<file path="src/rtl/store_buffer.sv">
// store_buffer
//   Small write buffer between the MEM stage and data memory. Stores with at
//   least one byte lane enabled are queued in a DEPTH-entry FIFO and drained
//   to memory one at a time through a request/acknowledge handshake. Stores
//   with no lanes enabled are discarded. A concurrent load address is compared
//   against every pending word so the pipeline can stall on a RAW hazard.
//
// Ports
//   Clk, Rst_n          clock (rising edge), asynchronous active-low reset
//   StoreValid          store request from the MEM stage
//   StoreAddr           store byte address (bits [31:2] kept)
//   FixedData           lane-aligned store data
//   MemoryByteSel       byte lane enables; 4'b0000 means "drop this store"
//   StoreReady          buffer not full
//   LoadAddr            concurrent load address (bits [31:2] compared)
//   LoadHazard          some pending store targets LoadAddr's word
//   Empty               nothing pending or in flight
//   MemReq              write request to data memory
//   MemAddr             word address of the head entry (zero when idle)
//   MemWData            write data of the head entry (zero when idle)
//   MemByteEn           byte enables of the head entry (zero when idle)
//   MemAck              memory accepted the current request this cycle
module store_buffer #(
    parameter int unsigned DEPTH = 4
) (
    input  logic        Clk,
    input  logic        Rst_n,
    input  logic        StoreValid,
    input  logic [31:0] StoreAddr,
    input  logic [31:0] FixedData,
    input  logic [3:0]  MemoryByteSel,
    output logic        StoreReady,
    input  logic [31:0] LoadAddr,
    output logic        LoadHazard,
    output logic        Empty,
    output logic        MemReq,
    output logic [31:0] MemAddr,
    output logic [31:0] MemWData,
    output logic [3:0]  MemByteEn,
    input  logic        MemAck
);

    localparam int unsigned PW = (DEPTH > 1) ? $clog2(DEPTH) : 1;
    localparam int unsigned CW = PW + 1;

    typedef enum logic {
        IDLE,
        REQ
    } state_t;

    state_t state, next_state;

    logic [29:0]   addr_mem [DEPTH];
    logic [31:0]   data_mem [DEPTH];
    logic [3:0]    be_mem   [DEPTH];

    logic [PW-1:0] wr_ptr;
    logic [PW-1:0] rd_ptr;
    logic [CW-1:0] count;
    logic [CW-1:0] count_next;

    logic          push;
    logic          pop;

    // Address offset bits are not part of the word match.
    logic          unused_addr_bits;
    assign unused_addr_bits = ^{StoreAddr[1:0], LoadAddr[1:0]};

    assign StoreReady = (count != CW'(DEPTH));
    assign Empty      = (count == '0);
    assign MemReq     = (state == REQ);
    assign push       = StoreValid && StoreReady && (MemoryByteSel != '0);
    assign pop        = MemReq && MemAck;

    always_comb begin
        count_next = count;
        if (push && !pop) begin
            count_next = count + CW'(1);
        end else if (pop && !push) begin
            count_next = count - CW'(1);
        end
    end

    always_ff @(posedge Clk or negedge Rst_n) begin
        if (!Rst_n) begin
            count  <= '0;
            wr_ptr <= '0;
            rd_ptr <= '0;
            state  <= IDLE;
        end else begin
            count <= count_next;
            state <= next_state;
            if (push) begin
                wr_ptr <= wr_ptr + PW'(1);
            end
            if (pop) begin
                rd_ptr <= rd_ptr + PW'(1);
            end
        end
    end

    // Storage needs no reset: only entries inside [rd_ptr, rd_ptr+count) are
    // ever observed.
    always_ff @(posedge Clk) begin
        if (push) begin
            addr_mem[wr_ptr] <= StoreAddr[31:2];
            data_mem[wr_ptr] <= FixedData;
            be_mem[wr_ptr]   <= MemoryByteSel;
        end
    end

    // The FSM looks at the post-edge count so a store pushed into an empty
    // buffer is requested in the very next cycle, and back-to-back acks keep
    // the request asserted while entries remain.
    always_comb begin
        next_state = state;
        case (state)
            IDLE: begin
                if (count_next != '0) begin
                    next_state = REQ;
                end
            end
            REQ: begin
                if (pop) begin
                    next_state = (count_next != '0) ? REQ : IDLE;
                end else if (count == '0) begin
                    next_state = IDLE;
                end
            end
            default: next_state = IDLE;
        endcase
    end

    always_comb begin
        MemAddr   = '0;
        MemWData  = '0;
        MemByteEn = '0;
        if (MemReq) begin
            MemAddr   = {addr_mem[rd_ptr], 2'b00};
            MemWData  = data_mem[rd_ptr];
            MemByteEn = be_mem[rd_ptr];
        end
    end

    // An entry is live when its distance from the read pointer (mod DEPTH)
    // is below count; this includes the in-flight head.
    always_comb begin
        logic [PW-1:0] offset;
        LoadHazard = 1'b0;
        offset     = '0;
        for (int unsigned i = 0; i < DEPTH; i++) begin
            offset = PW'(i) - rd_ptr;
            if ((CW'(offset) < count) && (addr_mem[i] == LoadAddr[31:2])) begin
                LoadHazard = 1'b1;
            end
        end
    end

endmodule
</file>
<file path="config.mk">
export PLATFORM = sky130hd
export DESIGN_NAME = store_buffer
export DESIGN_NICKNAME = d
export VERILOG_FILES = /design/src/rtl/store_buffer.sv
export SDC_FILE = /design/constraint.sdc
export NUM_CORES = 1
export LEC_CHECK = 0
export ABC_AREA = 1
export BUFFER_PORTS_ARGS = -buffer_cell sky130_fd_sc_hd__buf_2
export CELL_PAD_IN_SITES_DETAIL_PLACEMENT = 0
export CELL_PAD_IN_SITES_GLOBAL_PLACEMENT = 1
export CORE_MARGIN = 10
export CORE_UTILIZATION = 45
export CTS_BUF_LIST = sky130_fd_sc_hd__clkbuf_8
export DETAILED_ROUTE_END_ITERATION = 12
export GPL_ROUTABILITY_DRIVEN = 1
export HOLD_SLACK_MARGIN = 0.1
export PLACE_DENSITY_LB_ADDON = 0.1
export SLEW_MARGIN = 30
export SYNTH_ARGS = -nofsm -noshare
export SYNTH_HDL_FRONTEND = slang
export SYNTH_SLANG_ARGS = --single-unit
</file>
<file path="constraint.sdc">
create_clock -name Clk -period 6.9 [get_ports Clk]
set_input_delay 1.38 -clock Clk [delete_from_list [all_inputs] [get_ports Clk]]
set_output_delay 1.38 -clock Clk [all_outputs]
set_load 0.01 [all_outputs]
</file>
==> flow_summary.yaml, run 1 <==
synth:
  synth-adder-area-share_pct: 1.13
  synth-seq-cells: 272
  synthesis.instances: 1016
  ys_types: 31
  ys_seq_area_share_pct: 66.7
  ys_warn_count: 0
  muxShareOfSynthArea_pct: 0
  syn_area_um2: 12200
  synthSimpleGateAreaFrac_pct: 13.3
  synth-compound-area-share_pct: 7.79
  synth_xor_area_share_pct: 6.61
  synth_top_family_by_area: "simple AND/OR/NAND/NOR gates"
  avgSynthCellArea_um2: 12.0
sta:
  max_freq_mhz: 206
  skew_ns: 0.0183
  slew_headroom_pct: 35.9
  setup_viol: 0
  rsz0062_at_grt: "false"
  finalCritPeriodShare_pct: 70.2
  setup_slack_ns: 2.05
  hold_viol_final: 0
  worst_pin_slew_ns: 0.962
  fin_crit_ns: 4.85
  maxSlewViolCount: 0
  timing.setup.tns_ns: 0
final_layout:
  finalNonFillerCells: 1564
  fillerInstances: 2409
  drive_gt1_share_pct: 21.0
  fin_util_pct: 52.8
  fin_nets: 1300
  area_growth_pct: 16.1
route:
  post_drt_via_cell_ratio: 5.29
  vias: 8278
  wire_per_inst_um: 20.4
  ant_nets: 0
  wl_mm: 32.0
  wl_met1_mm: 12.9
  drt-initial-drc-count: 492
  top_layer: "met5"
  dr.pass1.iters: 5
  wl_met3_mm: 2.46
  wl_met2_mm: 15.7
  drc: 0
clock_network:
  cts.sinks: 272
  clk_latency_ns: 0.56
  clk_pin_slew_ns: 0.06
  cts_resized: 0
  tritoncts: "done"
  hold_buffers: 0
  htree_levels: 2
  numCtsBuffers: 46
  cts-root-buf: "clkbuf_8"
  post-cts-setup-buffers: 0
  clock_path_buffers: 3
outcome:
  status: "finished, final reports clean"
global_routing:
  antenna_found_initial: 9
  grt_max_degree: 68
  track_usage_pct: 18.4
  first_global_vias: 8451
  grt-ovfl-total: 0
  grt_pass1_wl_mm: 47.5
worst_setup_path:
  crit_arrival_ns: 3.47
  cp.required_ns: 5.52
  cp-start-kind: "register"
  cp-end-kind: "primary output"
  crit_type: "reg -> out"
  cp_max_fo: 49
power:
  switchingPower_mw: 2.23
  power_switching_share_pct: 39.1
  share_comb_of_total_power_pct: 36.5
  powerDensity_nw_per_um2: 404
  finalPower_mw: 5.72
  leakage_nw: 5.38
  clockPowerShare_pct: 22.0
  seqPwrFrac_pct: 41.6
  vdd_drop_max_mv: 0.260
  p_int_mw: 3.48
placement:
  port_buffers: 169
  dp.cells: 1477
  hpwl_mm: 19.4
  place_ws_ns: 2.62
  gp_congestion: 0.799
floorplanning:
  io_pins: 176
  core_um2: 26800
  die_area_um2: 34100
  die_h_um: 185
  die_w_um: 185
  start_util_pct: 45.5
  rows: 60
hold_path:
  min_path_type: "reg -> reg"
job:
  maxCapViolCount: 0
[per-stage QoR]
stage / instance area [µm²] / hold WS, ns
4_1_cts: 14100 / 0.576
6_report: 14200 / 0.573
3_5_place_dp: 13300 / 0.558
3_3_place_gp: 13300 / 0.560
5_1_grt: 14100 / 0.617
2_1_floorplan: 12200 / 0.529
[cell usage in the layout (no fill, tap or decap), drive strengths merged, types with 6 or more instances in the layout]
master,instances
edfxtp,264
buf,182
nand2,140
nand3,139
inv,86
nor2,76
a22oi,57
a31oi,57
xnor2,48
clkbuf,47
xor2,44
clkinv,20
ha,11
o21ai,10
a221oi,9
dfrtp,8
nand4,7
a21oi,6
[worst max-delay path: stages, from the launching register on]
cell      delay (ns)
dfrtp_2         0.73
inv_2           0.04
buf_4           0.30
nor2_4          0.49
buf_4           0.68
a221oi_1        0.18
nor2_1          0.25
buf_2           0.19
[worst paths after layout]
kind	startpoint	endpoint	slack, ns	cells after the start
setup / recovery	rd_ptr[0]$_DFFE_PN0P_	MemAddr[9]	2.05	7
setup reg to reg	count[0]$_DFF_PN0_	addr_mem[3][6]$_DFFE_PP_	3.99	7
hold / removal	count[1]$_DFF_PN0_	count[1]$_DFF_PN0_	0.57	2
hold reg to reg	count[1]$_DFF_PN0_	count[1]$_DFF_PN0_	0.57	2
max in group asynchronous	Rst_n	rd_ptr[1]$_DFFE_PN0P_	6.01	1
min in group asynchronous	Rst_n	count[0]$_DFF_PN0_	0.68	1
[per-layer routing]
layer / GRT usage [%] / up-vias
met5: 0 / -
met4: 6.62 / 10
met3: 5.00 / 71
met1: 21.7 / 3924
met2: 31.6 / 276
li1: - / 3997
[Yosys cell counts]
library cell	count	share of area, %
clkbuf_2	3	0.12
nand2_1	136	4.2
dfrtp_1	8	1.6
xnor2_1	48	3.4
o21ai_1	1	0.041
nand3_1	138	5.7
buf_1	3	0.092
a22oi_1	57	3.5
nand4_1	7	0.36
buf_4	7	0.43
nor3_1	1	0.041
nand2_2	2	0.10
o22ai_1	1	0.051
inv_2	1	0.031
a221oi_1	9	0.65
and2_4	1	0.072
xor2_1	44	3.2
edfxtp_1	264	65
or2_2	3	0.15
clkbuf_1	33	1.0
conb_1	1	0.031
inv_1	70	2.2
a21oi_1	6	0.25
buf_2	16	0.66
ha_1	11	1.1
nand2_8	1	0.16
a31oi_1	57	2.9
nor2_1	76	2.3
nand2_4	1	0.092
nand3_2	1	0.082
o21ai_0	9	0.37
[registers in the layout, indices dropped and copies added (netlist names)]
| signal | flops |
|---|---|
| wr_ptr | 2 |
| count | 3 |
| be_mem | 16 |
| rd_ptr | 2 |
| addr_mem | 120 |
| data_mem | 128 |
| MemReq | 1 |
[cell families after synthesis]
| family | Yosys count |
|---|---|
| adder cells (fa/ha/maj) | 11 |
| XOR/XNOR | 92 |
| buffers and inverters | 133 |
| AND/OR/NAND/NOR | 367 |
| other | 1 |
| AO/OA/AOI/OAI | 140 |
| flip-flops | 272 |
[power by group through the flow]
| stage | Clock, mW | Combinational [mW] | Sequential, mW |
|---|---|---|---|
| finish | 1.26 | 2.08 | 2.38 |
| global route | 1.37 | 2.30 | 2.41 |
| CTS | 1.29 | 2.13 | 2.37 |
| detailed placement | 0 | 2.12 | 2.41 |
| global placement | 0 | 2.11 | 2.40 |
| floorplan | 0 | 1.33 | 2.32 |
[cell type report]
type / instances / area (µm²) / share of cell area, %
flip-flops and latches: 272 / 8130 / 57.4
well taps: 341 / 427 / 3.01
multi-input cells: 612 / 3560 / 25.2
clock buffers: 47 / 647 / 4.57
inverters: 71 / 267 / 1.88
repair buffers: 182 / 963 / 6.81
diodes: 4 / 10.0 / 0.0707
clock inverters: 35 / 149 / 1.05
Power figures use the tool's default switching activity.
==> run 2: changes to the inputs <==
==> constraint.sdc (replaced) <==
create_clock -name Clk -period 4.96 [get_ports Clk]
set_input_delay 0.992 -clock Clk [delete_from_list [all_inputs] [get_ports Clk]]
set_output_delay 0.992 -clock Clk [all_outputs]
set_load 0.01 [all_outputs]
==> flow_summary.yaml, run 2 (same netlist as run 1, synthesis figures left out) <==
power:
  vdd_drop_max_mv: 0.279
  powerDensity_nw_per_um2: 564
  leakage_nw: 5.42
worst_setup_path:
  cp.required_ns: 3.97
  r2r_start: "count[0]$_DFF_PN0_"
  r2r_end: "data_mem[0][22]$_DFFE_PP_"
  cp-end-kind: "primary output"
  crit_type: "reg -> out"
  crit_arrival_ns: 3.20
  cp_max_fo: 60
  reg2regPathDepth: 7
  r2r_slack_ns: 2.49
  cp-start-kind: "register"
clock_network:
  numCtsBuffers: 46
  clock_path_buffers: 3
  cts-root-buf: "clkbuf_8"
  clk_pin_slew_ns: 0.06
  hold_buffers: 0
  cts.sinks: 272
  clk_latency_ns: 0.55
  cts_resized: 0
  post-cts-setup-buffers: 0
  htree_levels: 2
  tritoncts: "done"
global_routing:
  antenna_found_initial: 12
  grt_pass1_wl_mm: 48.2
  use_met2_pct: 31.9
  top_usage_layer: "met2"
  grt_use_met3_pct: 4.61
  track_usage_pct: 18.5
  grt-ovfl-total: 0
  first_global_vias: 8574
  grt_use_met1_pct: 22.1
  grt_max_degree: 67
floorplanning:
  io_pins: 176
  die_area_um2: 34100
  core_um2: 26800
  die_h_um: 185
  die_w_um: 185
  start_util_pct: 45.5
  rows: 60
final_layout:
  fin_nets: 1302
  largest-register: "data_mem"
  layout_common_cells: "edfxtp_1, buf_2, nand3_1"
  reg.largest.list: "data_mem: 128 flops, addr_mem: 120 flops, be_mem: 16 flops"
  area_growth_pct: 16.8
  drive_gt1_share_pct: 21.1
  finalNonFillerCells: 1570
  regArea_um2: 8130
  final_common_cell: "edfxtp_1"
  fillerInstances: 2349
  largest_reg_flops: 128
  fin_util_pct: 53.1
  multiInputGateArea_um2: 3560
route:
  ant_nets: 0
  dr.pass1.iters: 5
  drc: 0
  drt-initial-drc-count: 452
  wl_mm: 32.1
  post_drt_via_cell_ratio: 5.28
  vias: 8291
  wire_per_inst_um: 20.4
sta:
  rsz0062_at_grt: "false"
  worst_pin_slew_ns: 0.967
  hold_viol_final: 0
  setup_slack_ns: 0.769
  skew_ns: 0.0187
  slew_headroom_pct: 35.5
  fin_crit_ns: 4.19
  timing.setup.tns_ns: 0
  setup_viol: 0
  max_freq_mhz: 239
  finalCritPeriodShare_pct: 84.5
  timing.hold.ws_ns: 0.270
  maxSlewViolCount: 0
outcome:
  status: "finished, final reports clean"
placement:
  gp_congestion: 0.794
  place_ws_ns: 1.38
  port_buffers: 169
  hpwl_mm: 19.9
  dp.cells: 1480
hold_path:
  min_path_type: "in -> async"
job:
  maxCapViolCount: 0
==> run 2: cell types whose count changed in the layout (fill, tap and decap cells not counted), sizes merged <==
cell,before,now
diode,4,7
buf,182,184
clkinv,20,18
inv,86,88
bufinv,0,1
==> run 2: power breakdown <==
part           switching (mW)  internal (mW)
Sequential              0.205           3.01
Combinational            2.02          0.980
Clock                   0.879          0.934
==> run 2: final cells by class <==
type | instances | share of cell area (%)
clock buffer | 47 | 4.54
multi-input combinational | 612 | 25.0
clock inverter | 36 | 1.25
tap | 341 | 3.00
inverter | 71 | 1.88
timing repair buffer | 184 | 7.08
antenna | 7 | 0.123
sequential | 272 | 57.1
==> run 2: per-layer routing <==
metal | up-vias | routed length (µm) | part of all wire [%]
met1 | 3976 | 13300 | 41
met5 | - | 66 | 0.21
met3 | 65 | 2050 | 6.4
met2 | 228 | 16000 | 50
li1 | 4010 | - | -
met4 | 12 | 681 | 2.1
==> run 2: how the worst max path moves through the flow <==
| stage | end | slack (ns) | depth (start not counted) | startpoint |
|---|---|---|---|---|
| floorplan | addr_mem[0][0]$_DFFE_PP_ | 0.41 | 4 | MemoryByteSel[3] |
| global placement | MemAddr[9] | 1.45 | 7 | rd_ptr[1]$_DFFE_PN0P_ |
| detailed placement | MemAddr[9] | 1.38 | 7 | rd_ptr[1]$_DFFE_PN0P_ |
| CTS | MemAddr[9] | 0.78 | 7 | rd_ptr[1]$_DFFE_PN0P_ |
| global route | MemAddr[9] | 0.59 | 7 | rd_ptr[1]$_DFFE_PN0P_ |
| finish | MemAddr[9] | 0.77 | 7 | rd_ptr[1]$_DFFE_PN0P_ |
==> run 2: critical path, stage by stage (launching register included) <==
cell and delay, ns:
dfrtp_4 0.66, buf_4 0.50, buf_4 0.67, nand3_1 0.12
o21ai_0 0.12, a221oi_1 0.09, nor2_1 0.26, buf_2 0.20
==> run 2: stage by stage <==
| stage | total power, mW | cell area, µm² |
|---|---|---|
| final | 8.03 | 14200 |
| after global routing | 8.55 | 14200 |
| after CTS | 8.14 | 14200 |
| after detailed placement | 6.32 | 13400 |
| after global placement | 6.30 | 13400 |
| after floorplan | 5.08 | 12200 |
==> run 3: changes to the inputs <==
--- a/config.mk
+++ b/config.mk
@@ -10,7 +10,7 @@
 export CELL_PAD_IN_SITES_DETAIL_PLACEMENT = 0
 export CELL_PAD_IN_SITES_GLOBAL_PLACEMENT = 1
 export CORE_MARGIN = 10
-export CORE_UTILIZATION = 45
+export CORE_UTILIZATION = 43
 export CTS_BUF_LIST = sky130_fd_sc_hd__clkbuf_8
 export DETAILED_ROUTE_END_ITERATION = 12
 export GPL_ROUTABILITY_DRIVEN = 1
==> constraint.sdc (replaced) <==
create_clock -name Clk -period 3.4 [get_ports Clk]
set_input_delay 0.68 -clock Clk [delete_from_list [all_inputs] [get_ports Clk]]
set_output_delay 0.68 -clock Clk [all_outputs]
set_load 0.01 [all_outputs]
==> flow_summary.yaml, run 3 (same netlist as run 1, synthesis figures left out) <==
placement:
  hpwl_mm: 20.9
  gp_congestion: 0.833
  port_buffers: 169
worst_setup_path:
  cp-endpoint: "MemWData[22]"
  cpMaxStageDelayCell: "dfrtp_4"
  crit_arrival_ns: 2.49
  crit_type: "reg -> out"
  cp-end-kind: "primary output"
  cp_top_family: "buffers and inverters"
  r2r_slack_ns: 1.09
  max_stage_delay_ns: 0.54
  cp_max_fo: 19
  cp_common_cell: "buf_4"
  r2r_end: "data_mem[0][25]$_DFFE_PP_"
  crit_path_start: "rd_ptr[1]$_DFFE_PN0P_"
  cp.required_ns: 2.72
  path_buf_inv: 3
  path_depth: 6
  cp-start-kind: "register"
  reg2regPathDepth: 7
  cp_cell_sequence: "buf_4 -> nor2_4 -> buf_4 -> a22oi_1 -> a31oi_1 -> buf_2"
  r2r_start: "count[0]$_DFF_PN0_"
sta:
  max_freq_mhz: 315
  setup_viol: 0
  slew_headroom_pct: 48.9
  timing.setup.tns_ns: 0
  skew_ns: 0.0150
  fin_crit_ns: 3.17
  finalCritPeriodShare_pct: 93.3
  maxSlewViolCount: 0
  worst_pin_slew_ns: 0.766
  hold_viol_final: 0
route:
  dr.pass1.iters: 5
  drt-initial-drc-count: 419
  post_drt_via_cell_ratio: 5.13
  drc: 0
  wire_per_inst_um: 20.2
  ant_nets: 0
  vias: 8273
  wl_mm: 32.6
global_routing:
  grt-ovfl-total: 0
  grt_pass1_wl_mm: 48.5
  grt_max_degree: 70
  antenna_found_initial: 8
  track_usage_pct: 17.6
  first_global_vias: 8522
final_layout:
  fin_nets: 1317
  area_growth_pct: 18.1
  largest_reg_flops: 128
  drive_gt1_share_pct: 22.2
  final_common_cell: "edfxtp_1"
  layout_common_cells: "edfxtp_1, buf_2, nand3_1"
  reg.largest.list: "data_mem: 128 flops, addr_mem: 120 flops, be_mem: 16 flops"
  largest-register: "data_mem"
clock_network:
  cts_resized: 0
  clock_path_buffers: 3
  clk_latency_ns: 0.54
  cts-root-buf: "clkbuf_8"
  tritoncts: "done"
  htree_levels: 2
  clk_pin_slew_ns: 0.06
  numCtsBuffers: 45
  cts.sinks: 272
job:
  maxCapViolCount: 0
floorplanning:
  start_util_pct: 43.8
  die_w_um: 188
  core_um2: 27900
  die_h_um: 188
  io_pins: 176
  die_area_um2: 35500
  rows: 61
power:
  finalPower_mw: 11.8
  leakage_nw: 5.48
  powerDensity_nw_per_um2: 823
  vdd_drop_max_mv: 0.405
outcome:
  status: "finished, final reports clean"
hold_path:
  min_path_type: "in -> reg"
## run 3: worst min path at each step
stage | endpoint | startpoint | slack (ns) | cells after the start
after floorplan | MemReq$_DFF_PN0_ | Rst_n | 0.38 | 0
after global placement | MemReq$_DFF_PN0_ | Rst_n | 0.54 | 1
after detailed placement | MemReq$_DFF_PN0_ | Rst_n | 0.54 | 1
after CTS | addr_mem[2][21]$_DFFE_PP_ | StoreAddr[23] | 0.32 | 1
after global routing | data_mem[1][12]$_DFFE_PP_ | FixedData[12] | 0.32 | 1
final | addr_mem[2][21]$_DFFE_PP_ | StoreAddr[23] | 0.35 | 1
## run 3: per-layer routing
layer / routed length (µm) / track usage [%] / vias to the layer above
met2: 16300 / 30.8 / 243
met4: 597 / 4.76 / 8
li1: - / - / 4028
met1: 13400 / 21.0 / 3932
met3: 2210 / 4.65 / 62
met5: 35 / 0 / -
## run 3: final cells by class
type | instances | area [µm²]
Fill cell | 2467 | 13500
Clock inverter | 31 | 155
Sequential cell | 272 | 8130
Antenna cell | 3 | 7.51
Clock buffer | 47 | 647
Multi-Input combinational cell | 612 | 3560
Inverter | 71 | 267
Tap cell | 378 | 473
Timing Repair Buffer | 200 | 1150
## run 3: through the flow
stage	utilization, %	std cells	worst slack [ns]	area (µm²)	hold slack, ns
6_report	51.7	1614	0.229	14400	0.350
2_1_floorplan	-	1017	-0.870	12200	0.384
3_5_place_dp	48.6	1527	0.591	13500	0.542
5_1_grt	51.7	1612	-0.00390	14400	0.324
4_1_cts	51.5	1606	0.00491	14300	0.317
3_3_place_gp	48.6	1527	0.598	13500	0.540
## run 3: where the power goes
group          switching [mW]  leakage [nW]  total (mW)  internal (mW)
clock network            1.24         0.459        2.59           1.35
logic                    3.03          2.52        4.60           1.56
registers               0.268          2.51        4.66           4.39
## run 3: what timing repair did
item                                    in CTS  in global routing
endpoints found under the setup margin       0                 16
buffers inserted                             0                  5
hold buffers                                 1                  0
hold endpoints to repair                     8                  0
